$ cat config.mk
export PLATFORM = sky130hd
export DESIGN_NAME = usart_rx
export DESIGN_NICKNAME = d
export VERILOG_FILES = /design/src/rtl/usart_rx.sv
export SDC_FILE = /design/constraint.sdc
export NUM_CORES = 1
export LEC_CHECK = 0
export ABC_AREA = 1
export CAP_MARGIN = 20
export CORE_ASPECT_RATIO = 0.8
export CORE_MARGIN = 2
export CORE_UTILIZATION = 58
export CTS_CLUSTER_DIAMETER = 40
export CTS_CLUSTER_SIZE = 24
export DETAILED_ROUTE_END_ITERATION = 12
export DONT_BUFFER_PORTS = 1
export PLACE_DENSITY_LB_ADDON = 0.15
export SLEW_MARGIN = 30
export SYNTH_ARGS = -nofsm -noshare
export SYNTH_HDL_FRONTEND = slang
export SYNTH_SLANG_ARGS = --single-unit
$ cat constraint.sdc
create_clock -name clk_i -period 2.5 [get_ports clk_i]
set_input_delay 0.625 -clock clk_i [delete_from_list [all_inputs] [get_ports clk_i]]
set_output_delay 0.625 -clock clk_i [all_outputs]
set_load 0.01 [all_outputs]
$ cat src/rtl/usart_rx.sv
// Asynchronous serial receiver: start / data (LSB first) / optional parity / stop,
// sampled at mid-bit, delivered through a single-entry valid/ready output register.
module usart_rx #(
   parameter int DATA_WIDTH = 8,
   parameter int DIV_WIDTH  = 16,
   parameter int PARITY_EN  = 0,
   parameter int PARITY_ODD = 0
) (
   input  logic                  clk_i,
   input  logic                  arst_i,
   input  logic                  en_i,
   input  logic [DIV_WIDTH-1:0]  baud_div_i,
   input  logic                  rx_i,
   output logic [DATA_WIDTH-1:0] data_o,
   output logic                  valid_o,
   input  logic                  ready_i,
   output logic                  parity_err_o,
   output logic                  frame_err_o,
   output logic                  overrun_o,
   output logic [2:0]            state_o
);
   localparam int   IDX_W   = $clog2(DATA_WIDTH);
   localparam logic PAR_ODD = (PARITY_ODD != 0);

   typedef enum logic [2:0] {
      S_IDLE   = 3'd0,
      S_START  = 3'd1,
      S_DATA   = 3'd2,
      S_PARITY = 3'd3,
      S_STOP   = 3'd4
   } state_t;

   state_t                state;
   logic                  rx_meta;
   logic                  rx_s;
   logic [DIV_WIDTH-1:0]  div;
   logic [DIV_WIDTH-1:0]  div_in;
   logic [DIV_WIDTH-1:0]  cnt;
   logic [DIV_WIDTH-1:0]  term;
   logic                  hit;
   logic [IDX_W-1:0]      bit_idx;
   logic [DATA_WIDTH-1:0] shift;
   logic                  perr;
   logic                  ferr;
   logic                  done;

   assign state_o = state;

   always_ff @(posedge clk_i or posedge arst_i) begin
      if (arst_i) begin
         rx_meta <= 1'b1;
         rx_s    <= 1'b1;
      end else begin
         rx_meta <= rx_i;
         rx_s    <= rx_meta;
      end
   end

   // The start bit is sampled half a bit in so every later sample lands at mid-bit.
   always_comb begin
      div_in = (baud_div_i < DIV_WIDTH'(4)) ? DIV_WIDTH'(4) : baud_div_i;
      term   = (state == S_START) ? ((div >> 1) - DIV_WIDTH'(1)) : (div - DIV_WIDTH'(1));
      hit    = (cnt == term);
   end

   always_ff @(posedge clk_i or posedge arst_i) begin
      if (arst_i) begin
         state   <= S_IDLE;
         cnt     <= '0;
         div     <= DIV_WIDTH'(4);
         bit_idx <= '0;
         shift   <= '0;
         perr    <= 1'b0;
         ferr    <= 1'b0;
         done    <= 1'b0;
      end else begin
         done <= 1'b0;
         if (!en_i) begin
            state <= S_IDLE;
            cnt   <= '0;
         end else if (state == S_IDLE) begin
            cnt <= '0;
            if (!rx_s) begin
               state <= S_START;
               div   <= div_in;
               perr  <= 1'b0;
            end
         end else if (!hit) begin
            cnt <= cnt + DIV_WIDTH'(1);
         end else begin
            cnt <= '0;
            case (state)
               S_START: begin
                  if (rx_s) begin
                     state <= S_IDLE;
                  end else begin
                     state   <= S_DATA;
                     bit_idx <= '0;
                  end
               end
               S_DATA: begin
                  shift[bit_idx] <= rx_s;
                  if (bit_idx == IDX_W'(DATA_WIDTH - 1)) begin
                     state <= (PARITY_EN != 0) ? S_PARITY : S_STOP;
                  end else begin
                     bit_idx <= bit_idx + IDX_W'(1);
                  end
               end
               S_PARITY: begin
                  perr  <= (^shift) ^ rx_s ^ PAR_ODD;
                  state <= S_STOP;
               end
               S_STOP: begin
                  ferr  <= !rx_s;
                  done  <= 1'b1;
                  state <= S_IDLE;
               end
               default: state <= S_IDLE;
            endcase
         end
      end
   end

   // valid/ready: a word is transferred on every clock where valid_o & ready_i; valid_o
   // never drops without a transfer, and data_o / flags are stable while valid_o is high.
   always_ff @(posedge clk_i or posedge arst_i) begin
      if (arst_i) begin
         data_o       <= '0;
         valid_o      <= 1'b0;
         parity_err_o <= 1'b0;
         frame_err_o  <= 1'b0;
         overrun_o    <= 1'b0;
      end else begin
         overrun_o <= 1'b0;
         if (done) begin
            if (!valid_o || ready_i) begin
               data_o       <= shift;
               parity_err_o <= perr;
               frame_err_o  <= ferr;
               valid_o      <= 1'b1;
            end else begin
               overrun_o <= 1'b1;
            end
         end else if (valid_o && ready_i) begin
            valid_o <= 1'b0;
         end
      end
   end

endmodule

==> metrics.yaml <==
pwr:
  vdd_drop_max_mv: 0.3572
  p_leak_nw: 2.473
  powerDensity_nw_per_um2: 836.8
  power_mw: 4.241
setup_path:
  arrival_ns: 2.90
  rrSetupSlack_ns: -0.16
  worstPathMaxFanout: 7
  cp_data_required_time_ns: 2.75
  crit_path_start_kind: "flip-flop"
  critPathKind: "reg -> reg"
  endpoint_kind: "flip-flop"
finish:
  fin_cells: 703
  fillers: 546
  diodes: 0
  multiInputGateArea_um2: 2431
  seq_area_um2: 1580
  area_growth_pct: 21.04
  drive_gt1_share_pct: 27.60
  final_nets: 636
timing:
  max_clock_freq_mhz: 376.4
  rsz0062_at_grt: "true"
  finalSetupViolCount: 33
  tightest_slew_ns: 0.6256
  finalCritPeriodShare_pct: 106.3
  clock_skew_ns: 0.009356
  finalWorstSetupSlack_ns: -0.1567
  finalCriticalPeriod_ns: 2.657
  slew_headroom_pct: 58.23
  holdWs_ns: 0.2230
  drv_slew: 0
  hold_violations: 0
synth:
  ys_async_sr_fraction_pct: 100.0
  syn-num-nets: 588
  synth_fa_ha_area_share_pct: 1.195
  synth_xor_area_share_pct: 4.812
  ys_types: 37
  syn_inst: 563
  synth-seq-cells: 63
  yosysSeqAreaShare_pct: 37.75
  muxShareOfSynthArea_pct: 2.690
  synth_most_common_cell: "nand2_1"
  syn_area_um2: 4187
  yosysTopAreaCellShare_pct: 35.86
  yosysTopAreaCell: "dfrtp_1"
  synth_top_family_by_area: "simple AND/OR/NAND/NOR gates"
  synth_common_cells: "nand2_1, inv_1, dfrtp_1"
  synth_area_leaders: "dfrtp_1, nand2_1, inv_1, nand3_1, nor2_1"
  synth_edf_count: 0
  yosys_most_used_dff: "dfrtp_1"
  yosys_warnings: 0
  syn_area_per_cell_um2: 7.436
  synth-compound-area-share_pct: 3.258
  synth-simple-area-share_pct: 42.32
global_route:
  grt_pass1_wl_mm: 17.17
  grt_usage_pct: 27.75
  grt_max_degree: 37
  gr-total-overflow: 0
  antenna_found_initial: 0
  grt_pass1_vias: 3592
placed_design:
  hpwl_mm: 7.187
  placed_cells: 669
  port_buffers: 0
  gp_congestion: 0.9278
  dp_slack_ns: -0.1215
detailed_routing:
  vias: 3781
  drc: 0
  post_drt_wl_per_cell_um: 14.67
  antenna_left: 0
  drt-pass1-iter-count: 5
  drtIter0Drc: 202
  drt-total-wl_mm: 10.32
  drt-vias-per-instance: 5.378
clock_tree:
  htree_levels: 3
  clkTransAtPathRegs_ns: 0.07
  cts.sinks: 63
  cts_buffers: 9
  root_buffer: "clkbuf_8"
  hold_buffers: 0
  clock_latency_ns: 0.36
  max-clock-path-buffers: 2
  cts_tree: "built"
die:
  die-area_um2: 7918
  initial_utilization_pct: 60.45
  die_h_um: 79.99
  core_um2: 6925
  num_io_pins: 36
  rows: 27
  die_w_um: 98.99
run:
  cap_viol_max_count: 0
run_status:
  status: "complete, but fails checks"
  failed_checks: "negative setup slack"
hold_path:
  min_path_type: "in -> async"
-- cells in the final DEF, fill, tap and decap left out, drive strengths merged --
cell        n
xnor2       6
a21oi       2
nand3b      2
dfstp       3
dfrtp      60
nand2     193
buf        48
clkinvlp    1
inv        64
clkinv      5
ha          4
nor4        6
nor3b       3
bufinv      1
o22ai       2
mux2       10
nor2       65
a22oi       1
nand3      58
nor3       10
o21ai      19
xor2       17
nand4      22
o211ai      1
clkbuf     13
-- layer usage --
layer  vias to the layer above  global-route usage (%)  share of wire (%)
li1                       1904                       -                  -
met1                      1769                   40.51                 49
met2                        87                   41.22                 44
met3                        21                   5.079                5.0
met4                         0                   10.27                2.3
met5                         -                       0                  0
-- registers in the layout, summed over array words and instances (netlist names) --
name / count
rx_meta: 1
shift: 8
ferr: 1
bit_idx: 3
div: 16
state_o: 3
perr: 1
done: 1
data_o: 8
cnt: 16
frame_err_o: 1
overrun_o: 1
valid_o: 1
rx_s: 1
parity_err_o: 1
-- area by class of cell --
| type | count | area share (%) |
|---|---|---|
| multi-input combinational | 421 | 47.98 |
| inverter | 67 | 5.012 |
| clock inverter | 4 | 1.086 |
| timing repair buffer | 49 | 9.728 |
| tap | 87 | 2.148 |
| clock buffer | 12 | 2.864 |
| sequential | 63 | 31.19 |
-- cells by family after synthesis --
kind of cell / Yosys count
and+or+nand+nor: 359
buffers and inverters: 79
adders and majority gates: 4
xor gates and xnor gates: 23
DFF: 63
AOI/OAI and AO/OA: 25
muxes: 10
-- metrics by stage --
step / utilization (%) / area [um2] / setup TNS, ns
4_1_cts: 71.91 / 4980 / -0.9251
5_1_grt: 73.17 / 5067 / -8.800
2_1_floorplan: - / 4187 / 0
3_5_place_dp: 65.20 / 4516 / -2.066
6_report: 73.17 / 5067 / -3.749
3_3_place_gp: 65.20 / 4516 / -1.222
-- critical path, cell delays in order, from the launching register on --
cell     delay, ns
dfrtp_1       0.43
inv_2         0.10
nand3_4       0.15
nand2_2       0.11
nand2_2       0.08
ha_4          0.27
xor2_1        0.14
nand2_1       0.08
nor2_2        0.13
o21ai_1       0.08
nor2_1        0.16
nand3_1       0.11
nor2_2        0.11
nand4_1       0.14
nand2_2       0.14
buf_12        0.12
nand2_4       0.06
nand2_2       0.08
nand2_2       0.05
-- what timing repair did --
item | 4_1_cts | 5_1_grt
pin swaps | 22 | 19
gates resized for setup | 32 | 19
setup buffers | 13 | 6
setup endpoints to repair | 33 | 33
cloned | 1 | 1
-- path summary, 6_finish.rpt --
path | startpoint | end | depth (start not counted)
setup reg to reg | state_o[2] | state_o[2] | 18
setup / recovery | state_o[2] | state_o[2] | 18
max in group asynchronous | arst_i | rx_s | 2
min in group clk_i | rx_i | rx_meta | 0
hold / removal | arst_i | cnt[8] | 1
hold reg to reg | rx_meta | rx_s | 0
-- report_power, final --
group          switching (mW)  internal [mW]  total (mW)
logic                    1.30          0.831        2.13
clock network           0.421          0.492       0.913
registers              0.0734           1.12        1.20
No activity file was read; power rests on OpenSTA's default activity.
